## src/rtl/uc_multiciclo.sv

```systemverilog
// Multi-cycle control unit for the Instruction_FD datapath (RV64 subset).
// Moore outputs decoded from the registered state and the decode fields
// latched in DECODE; adds run/idle handshake, illegal-opcode halt and a
// retired-instruction counter.
module uc_multiciclo #(
    parameter int unsigned RET_W        = 32,
    parameter bit          ILLEGAL_HALT = 1'b1
) (
    input  logic             clk,
    input  logic             reset,
    input  logic             run,
    input  logic [31:0]      instr,
    output logic             WE_mem,
    output logic             WE_reg,
    output logic [1:0]       OP_MEM_I,
    output logic             ADD_SUB,
    output logic             PC_load,
    output logic             IR_load,
    output logic             JAL,
    output logic             JALR,
    output logic             AUIPC,
    output logic [2:0]       select_flags,
    output logic             busy,
    output logic             halted,
    output logic [RET_W-1:0] retired
);

    localparam logic [2:0] S_IDLE   = 3'd0;
    localparam logic [2:0] S_FETCH  = 3'd1;
    localparam logic [2:0] S_DECODE = 3'd2;
    localparam logic [2:0] S_EXEC   = 3'd3;
    localparam logic [2:0] S_MEMWB  = 3'd4;
    localparam logic [2:0] S_HALT   = 3'd5;

    localparam logic [6:0] OPC_LD    = 7'b0000011;
    localparam logic [6:0] OPC_SD    = 7'b0100011;
    localparam logic [6:0] OPC_OP    = 7'b0110011;
    localparam logic [6:0] OPC_OPIMM = 7'b0010011;
    localparam logic [6:0] OPC_BR    = 7'b1100011;
    localparam logic [6:0] OPC_JAL   = 7'b1101111;
    localparam logic [6:0] OPC_JALR  = 7'b1100111;
    localparam logic [6:0] OPC_AUIPC = 7'b0010111;

    localparam logic [2:0] NEVER_BRANCH = 3'b010;

    logic [2:0] state, state_nxt;
    logic [6:0] opcode_q;
    logic [2:0] funct3_q;
    logic       f7b5_q;
    logic       exec_legal;
    logic       unused_instr_bits;

    assign unused_instr_bits = ^{instr[31], instr[29:15], instr[11:7]};

    function automatic logic is_legal(input logic [6:0] op, input logic [2:0] f3);
        logic ok;
        case (op)
            OPC_LD, OPC_SD:               ok = (f3 == 3'b011);
            OPC_OP, OPC_OPIMM, OPC_JALR:  ok = (f3 == 3'b000);
            OPC_BR:                       ok = (f3 != 3'b010) && (f3 != 3'b011);
            OPC_JAL, OPC_AUIPC:           ok = 1'b1;
            default:                      ok = 1'b0;
        endcase
        return ok;
    endfunction

    assign exec_legal = is_legal(opcode_q, funct3_q);

    // Moore output decode from state and latched instruction fields
    always_comb begin
        WE_mem       = 1'b0;
        WE_reg       = 1'b0;
        OP_MEM_I     = 2'b00;
        ADD_SUB      = 1'b0;
        PC_load      = 1'b0;
        IR_load      = 1'b0;
        JAL          = 1'b0;
        JALR         = 1'b0;
        AUIPC        = 1'b0;
        select_flags = NEVER_BRANCH;
        case (state)
            S_FETCH: IR_load = 1'b1;
            S_EXEC: begin
                if (!exec_legal) begin
                    PC_load = 1'b1;
                end else begin
                    case (opcode_q)
                        OPC_LD: OP_MEM_I = 2'b01;
                        OPC_SD: begin
                            OP_MEM_I = 2'b01;
                            WE_mem   = 1'b1;
                            PC_load  = 1'b1;
                        end
                        OPC_OP: begin
                            WE_reg  = 1'b1;
                            ADD_SUB = f7b5_q;
                            PC_load = 1'b1;
                        end
                        OPC_OPIMM: begin
                            OP_MEM_I = 2'b10;
                            WE_reg   = 1'b1;
                            PC_load  = 1'b1;
                        end
                        OPC_BR: begin
                            ADD_SUB      = 1'b1;
                            select_flags = funct3_q;
                            PC_load      = 1'b1;
                        end
                        OPC_JAL: begin
                            OP_MEM_I = 2'b11;
                            JAL      = 1'b1;
                            WE_reg   = 1'b1;
                            PC_load  = 1'b1;
                        end
                        OPC_JALR: begin
                            OP_MEM_I = 2'b11;
                            JALR     = 1'b1;
                            WE_reg   = 1'b1;
                            PC_load  = 1'b1;
                        end
                        OPC_AUIPC: begin
                            OP_MEM_I = 2'b11;
                            AUIPC    = 1'b1;
                            WE_reg   = 1'b1;
                            PC_load  = 1'b1;
                        end
                        default: PC_load = 1'b1;
                    endcase
                end
            end
            S_MEMWB: begin
                OP_MEM_I = 2'b01;
                WE_reg   = 1'b1;
                PC_load  = 1'b1;
            end
            default: ;
        endcase
        busy   = (state != S_IDLE) && (state != S_HALT);
        halted = (state == S_HALT);
    end

    // Next-state logic; any PC_load cycle ends the instruction
    always_comb begin
        state_nxt = state;
        case (state)
            S_IDLE:   if (run) state_nxt = S_FETCH;
            S_FETCH:  state_nxt = S_DECODE;
            S_DECODE: begin
                if (is_legal(instr[6:0], instr[14:12]) || !ILLEGAL_HALT)
                    state_nxt = S_EXEC;
                else
                    state_nxt = S_HALT;
            end
            S_EXEC, S_MEMWB: begin
                if (PC_load)
                    state_nxt = run ? S_FETCH : S_IDLE;
                else
                    state_nxt = S_MEMWB;
            end
            S_HALT:   state_nxt = S_HALT;
            default:  state_nxt = S_IDLE;
        endcase
    end

    // State, decode-field latch and retired counter
    always_ff @(posedge clk) begin
        if (!reset) begin
            state    <= S_IDLE;
            retired  <= '0;
            opcode_q <= '0;
            funct3_q <= '0;
            f7b5_q   <= 1'b0;
        end else begin
            state <= state_nxt;
            if (PC_load)
                retired <= retired + RET_W'(1);
            if (state == S_DECODE) begin
                opcode_q <= instr[6:0];
                funct3_q <= instr[14:12];
                f7b5_q   <= instr[30];
            end
        end
    end

endmodule
```

## config.mk

```make
export PLATFORM = sky130hd
export DESIGN_NAME = uc_multiciclo
export DESIGN_NICKNAME = d
export VERILOG_FILES = /design/src/rtl/uc_multiciclo.sv
export SDC_FILE = /design/constraint.sdc
export NUM_CORES = 1
export LEC_CHECK = 0
export CORE_UTILIZATION = 27
export DETAILED_ROUTE_END_ITERATION = 10
export PLACE_DENSITY_LB_ADDON = 0.08
export SLEW_MARGIN = 20
export SYNTH_ARGS = -nofsm -noshare
export SYNTH_HDL_FRONTEND = slang
export SYNTH_SLANG_ARGS = --single-unit
export TNS_END_PERCENT = 10
```

## constraint.sdc

```tcl
create_clock -name clk -period 3.9 [get_ports clk]
set_input_delay 0.39 -clock clk [delete_from_list [all_inputs] [get_ports clk]]
set_output_delay 0.39 -clock clk [all_outputs]
set_load 0.02 [all_outputs]
```

==> results of run 1 <==
-- cell usage in the layout (no fill, tap or decap), types with 3 or more instances in the layout --
cell,synthesis,routed
nor3_1,9,9
nor4_1,6,6
clkdlybuf4s50_1,0,60
nand3b_1,4,4
or3_1,13,13
o21ai_0,17,17
nand2_1,42,42
xnor2_1,10,10
nand2b_1,3,3
a21oi_1,45,45
nand3_1,18,18
nor2_1,16,16
nand4_1,8,8
a2111oi_0,5,5
and3_1,3,3
clkbuf_8,0,5
inv_1,15,15
dfxtp_1,46,46
-- routing by layer --
| layer | vias up | share of wire | track usage |
|---|---|---|---|
| li1 | 1262 | - | - |
| met1 | 1159 | 0.50 | 0.191 |
| met2 | 58 | 0.45 | 0.232 |
| met3 | 6 | 0.037 | 0.0273 |
| met4 | 0 | 0.0084 | 0.0379 |
| met5 | - | 0 | 0 |
-- state kept, by name, indices dropped and copies added, names as in the netlist --
register and flops:
funct3_q 3, opcode_q 7, f7b5_q 1, retired 32, state 3
-- critical path, cell delays in order, from the launching register on --
cell and delay, ns:
dfxtp_1 0.45, nor2b_1 0.38, nand3_1 0.20, o211ai_1 0.19
a21oi_1 0.24, nor4_1 0.40, clkdlybuf4s50_1 0.67
-- power breakdown --
part | switching, mW | internal [mW]
Sequential | 0.0126 | 0.478
Combinational | 0.0475 | 0.0384
Clock | 0.176 | 0.257
Total | 0.236 | 0.773
-- kinds of logic after synthesis --
kind of cell,Yosys count,synth area share
xor+xnor,10,0.0358
mux,1,0.00409
fa+ha+maj,1,0.00511
buf+inv,28,0.0527
compound gates,87,0.218
simple gates,142,0.308
flops,46,0.376
-- final cells by class --
| class | count | area (um2) | share of cell area |
|---|---|---|---|
| Clock buffer | 5 | 68.8 | 0.0211 |
| Clock inverter | 3 | 68.8 | 0.0211 |
| Inverter | 16 | 60.1 | 0.0184 |
| Multi-Input combinational cell | 241 | 1400 | 0.428 |
| Sequential cell | 46 | 921 | 0.282 |
| Tap cell | 108 | 135 | 0.0414 |
| Timing Repair Buffer | 62 | 616 | 0.188 |
-- worst paths after layout --
path                    start          end  slack (ns)  depth (start not counted)
setup / recovery  opcode_q[4]      ADD_SUB        0.69                          6
hold / removal    retired[31]  retired[31]        0.49                          2
setup reg to reg     state[2]  retired[25]        1.48                          4
hold reg to reg   retired[31]  retired[31]        0.49                          2
-- metrics by stage --
step | setup slack [ns] | std cells | total power [mW]
3_3_place_gp | 1.09 | 473 | 0.588
4_1_cts | 0.760 | 481 | 1.03
5_1_grt | 0.644 | 481 | 1.05
2_1_floorplan | 1.57 | 315 | 0.545
6_report | 0.691 | 481 | 1.01
3_5_place_dp | 1.10 | 473 | 0.588
==> flow_summary_export.csv, run 1 <==
group,metric,value,unit
clock_network,clockBufferDepth,2,
clock_network,cts_inserted_buffers,5,
clock_network,cts-root-buf,"clkbuf_8",
placement,place_congestion,0.841,
global_route,grt-ovfl-total,0,
yosys,synth_common_cells,"46 x dfxtp_1, 45 x a21oi_1, 42 x nand2_1",
final_layout,diodes,0,
clock_network,clk_pin_slew,0.10,ns
critical_path,cp-start-kind,"flip-flop",
drt,drc_errors,0,
final_layout,drive_gt1_frac,0.0483,
drt,vias,2485,
floorplan,die-area,0.00945,mm2
sta,worst_slew_pin_slew,0.972,ns
sta,finalHoldViolations,0,
sta,finalCriticalPeriod,3.21,ns
yosys,synth-main-ff-cell,"dfxtp_1",
pwr,p_leak,0.944,nW
yosys,synthArstFlopShare,0,
global_route,grt_pass1_vias,2329,
drt,routed_wl,6.70,mm
placement,placed_area,0.00313,mm2
drt,drt_pre_antenna_iters,4,
floorplan,io_pins,82,
drt,ant_nets,0,
yosys,ys.warnings.count,0,
clock_network,cts_tree,"done",
yosys,synth_nets,351,
clock_network,htreeDepth,2,
yosys,synth_seq_cells,46,
drt,wl_per_cell,13.9,um
sta,clock.fmax,0.312,GHz
placement,dp_hpwl,4.72,mm
floorplan,die_w,97.2,um
yosys,syn_avg_cell_area,7.77,um2
yosys,synth_edf_count,0,
global_route,antenna_found_initial,0,
final_layout,areaGrowthSynthToFinish,33.5,%
final_layout,final_core_util,0.373,
floorplan,fp-row-count,34,
global_route,grt_max_degree,46,
status,status,"finished, final reports clean",
critical_path,endpoint_kind,"output pin",
drt,avgViaCountPerCell,5.17,
sta,skew,0.0112,ns
pwr,p_per_area,309,mW/mm2
floorplan,coreArea,0.00876,mm2
yosys,yosysSeqAreaShare,0.376,
clock_network,post_cts_buffers,0,
sta,setup_viol,0,
job,timing.max_cap.violations,0,
pwr,worst_ir_drop_vdd,0.000185,V
sta,slew_headroom,0.346,
yosys,synth_top_area_frac,0.376,
critical_path,worstSetupPathType,"reg -> out",
yosys,synthTopCellsByArea,"dfxtp_1 38%, a21oi_1 9.2%, nand2_1 6.4%, nand3_1 3.7%, xnor2_1 3.6%",
yosys,yosysMostFrequentCell,"dfxtp_1",
yosys,synth.cell_area,0.00245,mm2
sta,period_share,0.823,
clock_network,cts_resized,0,
global_route,grt_usage,0.142,
final_layout,finalInstanceArea,0.00327,mm2
sta,whs,0.488,ns
yosys,syn_inst,315,
sta,drv_slew,0,
clock_network,postCtsHoldBufs,0,
final_layout,nets,408,
yosys,yosysTopAreaCell,"dfxtp_1",
sta,tns,0,ns
yosys,synthDistinctLibCells,50,
critical_path,required,3.51,ns
global_route,grt_pass1_wl,11.2,mm
sta,rsz0062_at_grt,"false",
critical_path,crit_arrival,2.82,ns
final_layout,fillerInstances,921,
critical_path,worstPathMaxFanout,11,
floorplan,initial_utilization,0.279,
clock_network,clock_sinks,46,
clock_network,clkLatencyLatePin,0.30,ns
floorplan,die_y,97.2,um
hold_path,hp-class,"reg -> reg",
placement,io_buffers,60,
drt,dr.first_iter.drc_count,97,
Note: power is estimated with default switching activity, not from simulation.
==> run 2, diff against run 1 <==
Clock period 3.9 ns to 2.7 ns, I/O delays scaled along.
==> flow_summary_export.csv, run 2 (synthesis gave the netlist of run 1 again) <==
group,metric,value,unit
clock_network,clock_sinks,46,
drt,dr.first_iter.drc_count,86,
drt,avgViaCountPerCell,5.07,
hold_path,worstHoldEndpoint,"f7b5_q",
hold_path,hp-start,"f7b5_q",
critical_path,reg2reg_slack,0.31,ns
floorplan,io_pins,82,
floorplan,initial_utilization,0.279,
sta,period_share,0.969,
critical_path,worstSetupPathType,"reg -> out",
critical_path,crit_arrival,2.35,ns
final_layout,largest_registers,"retired: 32 flops, opcode_q: 7 flops",
final_layout,diodes,0,
pwr,worst_ir_drop_vdd,0.000188,V
pwr,share_comb_of_total_power,0.105,
pwr,switching_share,0.245,
sta,tns,0,ns
final_layout,nets,422,
floorplan,die-area,0.00945,mm2
critical_path,required,2.43,ns
critical_path,reg2reg_from,"opcode_q[3]",
global_route,grt_pass1_wl,11.6,mm
drt,vias,2512,
critical_path,r2r-end,"retired[31]",
pwr,p_clk_frac,0.380,
hold_path,hp-class,"reg -> reg",
critical_path,reg2reg_depth,7,
drt,wl_per_cell,13.8,um
critical_path,cp-start-kind,"flip-flop",
placement,dp_hpwl,4.90,mm
sta,finalCriticalPeriod,2.62,ns
sta,clock.fmax,0.382,GHz
sta,drv_slew,0,
final_layout,largest_reg_flops,32,
drt,drc_errors,0,
clock_network,clkLatencyLatePin,0.30,ns
drt,routed_wl,6.84,mm
clock_network,clockBufferDepth,2,
clock_network,cts_tree,"done",
final_layout,finalInstanceArea,0.00339,mm2
clock_network,clk_pin_slew,0.09,ns
global_route,antenna_found_initial,0,
final_layout,mostFrequentLayoutCells,"49 x clkdlybuf4s50_1, 44 x a21oi_1, 44 x dfxtp_1",
floorplan,die_w,97.2,um
critical_path,worstPathMaxFanout,11,
pwr,p_int,1.03,mW
sta,slew_headroom,0.616,
placement,dp_slack,0.0557,ns
sta,worst_slew_pin_slew,0.561,ns
critical_path,critPathLaunch,"opcode_q[6]",
final_layout,regMostFlops,"retired",
clock_network,htreeDepth,2,
final_layout,drive_gt1_frac,0.0904,
pwr,p_per_area,403,mW/mm2
final_layout,final_common_cell,"clkdlybuf4s50_1",
critical_path,endpoint_kind,"output pin",
clock_network,cts-root-buf,"clkbuf_8",
global_route,grt_usage,0.151,
global_route,grt_max_degree,25,
hold_path,hold_path_depth,2,
final_layout,fillerInstances,918,
sta,fin_ws,0.0844,ns
pwr,p_sw,0.335,mW
status,status,"finished, final reports clean",
sta,finalHoldViolations,0,
sta,skew,0.00687,ns
floorplan,coreArea,0.00876,mm2
pwr,p_leak,1.11,nW
pwr,finalPower,1.37,mW
global_route,grt_pass1_vias,2305,
floorplan,fp-row-count,34,
pwr,seqPwrFrac,0.515,
clock_network,postCtsHoldBufs,0,
clock_network,cts_inserted_buffers,5,
final_layout,areaGrowthSynthToFinish,38.7,%
placement,place_congestion,0.846,
job,timing.max_cap.violations,0,
global_route,grt-ovfl-total,0,
drt,ant_nets,0,
floorplan,die_y,97.2,um
sta,setup_viol,0,
placement,io_buffers,60,
drt,drt_pre_antenna_iters,4,
placement,placed_area,0.00325,mm2
==> run 2: cell types whose count changed in the layout (fill, tap and decap cells not counted), moves of 2 or more <==
| cell | before | now |
|---|---|---|
| buf_4 | 2 | 15 |
| clkdlybuf4s50_1 | 60 | 49 |
| dfxtp_1 | 46 | 44 |
| dlygate4sd2_1 | 0 | 7 |
| dlymetal6s2s_1 | 0 | 4 |
| dfxtp_2 | 0 | 2 |
==> run 2: worst max path at each step <==
stage	end	slack [ns]	depth (start not counted)
6_report	select_flags[1]	0.08	5
3_5_place_dp	select_flags[1]	0.06	6
2_1_floorplan	ADD_SUB	0.49	6
3_3_place_gp	select_flags[1]	0.11	6
5_1_grt	select_flags[1]	-0.02	5
4_1_cts	WE_mem	0.007	6
==> run 2: power by group through the flow <==
stage	Combinational [mW]	Clock, mW	Sequential [mW]
3_5_place_dp	0.144	0	0.718
2_1_floorplan	0.0682	0	0.720
3_3_place_gp	0.143	0	0.718
4_1_cts	0.145	0.541	0.703
6_report	0.143	0.520	0.704
5_1_grt	0.158	0.575	0.707
==> run 2: final cells by class <==
class                   instances  area, um2  share of cell area
inverters                      16       60.1              0.0177
well taps                     108        135              0.0398
repair buffers                 76        734               0.216
flip-flops and latches         46        923               0.272
multi-input cells             241       1430               0.422
clock buffers                   6       72.6              0.0214
clock inverters                 2       37.5              0.0111
==> run 2: per-layer routing <==
metal	vias up	global-route usage	routed length, um
met1	1164	0.214	3530
met2	49	0.233	3050
li1	1295	-	-
met3	4	0.0266	201
met4	0	0.0413	53
met5	-	0	0
==> run 2: timing repair <==
action,CTS,global route
endpoints found under the hold margin,0,0
resized for setup,12,6
endpoints found under the setup margin,11,7
buffers inserted,0,0
pin swaps,0,0
==> run 2: metrics by stage <==
stage / hold slack, ns / utilization / std cells
after floorplan: 0.406 / - / 315
after global placement: 0.476 / 0.371 / 487
after detailed placement: 0.480 / 0.371 / 487
after CTS: 0.493 / 0.385 / 495
after global routing: 0.503 / 0.387 / 495
final: 0.492 / 0.387 / 495
==> run 2: critical path, stage by stage, from the launching register on <==
cell           delay (ns)
dfxtp_1              0.37
nand4bb_1            0.34
a2111oi_4            0.40
a21oi_2              0.15
or4_1                0.44
dlygate4sd2_1        0.34
==> run 3, diff against run 2 <==
Settings changed: CORE_UTILIZATION 27 to 31.
Clock period 2.7 ns to 2.95 ns, I/O delays scaled along.
==> flow_summary_export.csv, run 3 (synthesis gave the netlist of run 1 again) <==
group,metric,value,unit
status,status,"finished, final reports clean",
floorplan,initial_utilization,0.318,
critical_path,crit_arrival,2.51,ns
critical_path,cp-start-kind,"flip-flop",
clock_network,clkLatencyLatePin,0.29,ns
final_layout,final_core_util,0.424,
sta,finalCriticalPeriod,2.80,ns
floorplan,io_pins,82,
drt,avgViaCountPerCell,5.22,
final_layout,largest_registers,"retired: 32 flops, opcode_q: 7 flops",
clock_network,postCtsHoldBufs,0,
final_layout,diodes,0,
sta,finalHoldViolations,0,
global_route,grt_pass1_wl,10.4,mm
drt,drt_pre_antenna_iters,4,
sta,worst_slew_pin_slew,0.749,ns
sta,period_share,0.949,
drt,vias,2505,
drt,drc_errors,0,
clock_network,post_cts_buffers,0,
global_route,grt_max_degree,30,
drt,ant_nets,0,
final_layout,mostFrequentLayoutCells,"59 x clkdlybuf4s50_1, 45 x dfxtp_1, 44 x a21oi_1",
floorplan,die_w,90.9,um
final_layout,finalInstanceArea,0.00326,mm2
final_layout,fin_cells,480,
floorplan,coreArea,0.00769,mm2
pwr,p_leak,0.968,nW
placement,placed_area,0.00317,mm2
clock_network,cts-root-buf,"clkbuf_8",
critical_path,worstPathMaxFanout,11,
clock_network,cts_tree,"done",
critical_path,endpoint_kind,"output pin",
sta,clock.fmax,0.357,GHz
drt,wl_per_cell,13.3,um
final_layout,regMostFlops,"retired",
global_route,grt_pass1_vias,2149,
placement,place_congestion,0.790,
hold_path,hp-class,"reg -> reg",
critical_path,worstSetupPathType,"reg -> out",
sta,drv_slew,0,
critical_path,required,2.65,ns
pwr,p_per_area,348,mW/mm2
pwr,worst_ir_drop_vdd,0.000229,V
clock_network,cts_inserted_buffers,5,
final_layout,final_common_cell,"clkdlybuf4s50_1",
clock_network,clockBufferDepth,2,
global_route,grt_usage,0.154,
sta,slew_headroom,0.497,
clock_network,clock_sinks,46,
placement,io_buffers,60,
drt,routed_wl,6.39,mm
drt,dr.first_iter.drc_count,78,
job,timing.max_cap.violations,0,
final_layout,areaGrowthSynthToFinish,33.2,%
floorplan,die_y,90.9,um
floorplan,die-area,0.00825,mm2
global_route,grt-ovfl-total,0,
placement,dp.cells,473,
sta,setup_viol,0,
floorplan,fp-row-count,32,
global_route,antenna_found_initial,0,
clock_network,htreeDepth,2,
final_layout,largest_reg_flops,32,
final_layout,nets,414,
sta,skew,0.00635,ns
final_layout,drive_gt1_frac,0.0688,
clock_network,clk_pin_slew,0.08,ns
placement,dp_hpwl,4.59,mm
[run 3: cell types whose count changed in the layout (fill, tap and decap cells not counted), moves of 2 or more]
| cell | delta |
|---|---|
| clkdlybuf4s50_1 | +10 |
| dlygate4sd2_1 | -7 |
| buf_4 | -7 |
| dlymetal6s2s_1 | -3 |
| clkinv_2 | +2 |
[run 3: final cells by class]
type / instances / area [um2]
Fill cell: 832 / 4430
Tap cell: 102 / 128
Clock buffer: 5 / 68.8
Sequential cell: 46 / 922
Clock inverter: 2 / 10.0
Inverter: 16 / 60.1
Timing Repair Buffer: 68 / 663
Multi-Input combinational cell: 241 / 1410
[run 3: worst max-delay path, cell delays in order (launching register included)]
cell,delay [ns]
dfxtp_1,0.44
nand2b_1,0.14
nand3_1,0.10
a2111oi_2,0.42
a21oi_2,0.16
or4_1,0.42
clkdlybuf4s50_1,0.55
[run 3: through the flow]
step | power (mW) | hold WS (ns) | setup slack (ns) | setup TNS [ns]
final | 1.13 | 0.464 | 0.150 | 0
after global routing | 1.19 | 0.487 | -0.00572 | -0.00572
after CTS | 1.15 | 0.467 | 0.0610 | 0
after detailed placement | 0.779 | 0.456 | 0.337 | 0
after global placement | 0.778 | 0.453 | 0.388 | 0
after floorplan | 0.721 | 0.431 | 0.718 | 0
[run 3: final timing paths]
path	start	endpoint	slack [ns]	depth (start not counted)
hold / removal	f7b5_q	f7b5_q	0.46	2
setup / recovery	funct3_q[2]	select_flags[1]	0.15	6
hold reg to reg	f7b5_q	f7b5_q	0.46	2
setup reg to reg	opcode_q[3]	retired[25]	0.56	7
[run 3: metal layers]
metal  track usage  vias up  part of all wire
li1              -     1273                 -
met1         0.226     1176              0.51
met2         0.225       54              0.43
met3        0.0345        2             0.053
met4        0.0357        0            0.0047
met5             0        -                 0
[run 3: timing repair]
| item | CTS | global route |
|---|---|---|
| setup endpoints to repair | 1 | 9 |
| resized for setup | 2 | 3 |
| endpoints found under the hold margin | 0 | 0 |
[run 3: where the power goes]
part	switching [mW]	internal, mW	leakage (nW)	total (mW)
logic	0.0629	0.0529	0.553	0.116
clock network	0.209	0.160	0.0438	0.368
registers	0.0175	0.632	0.372	0.649
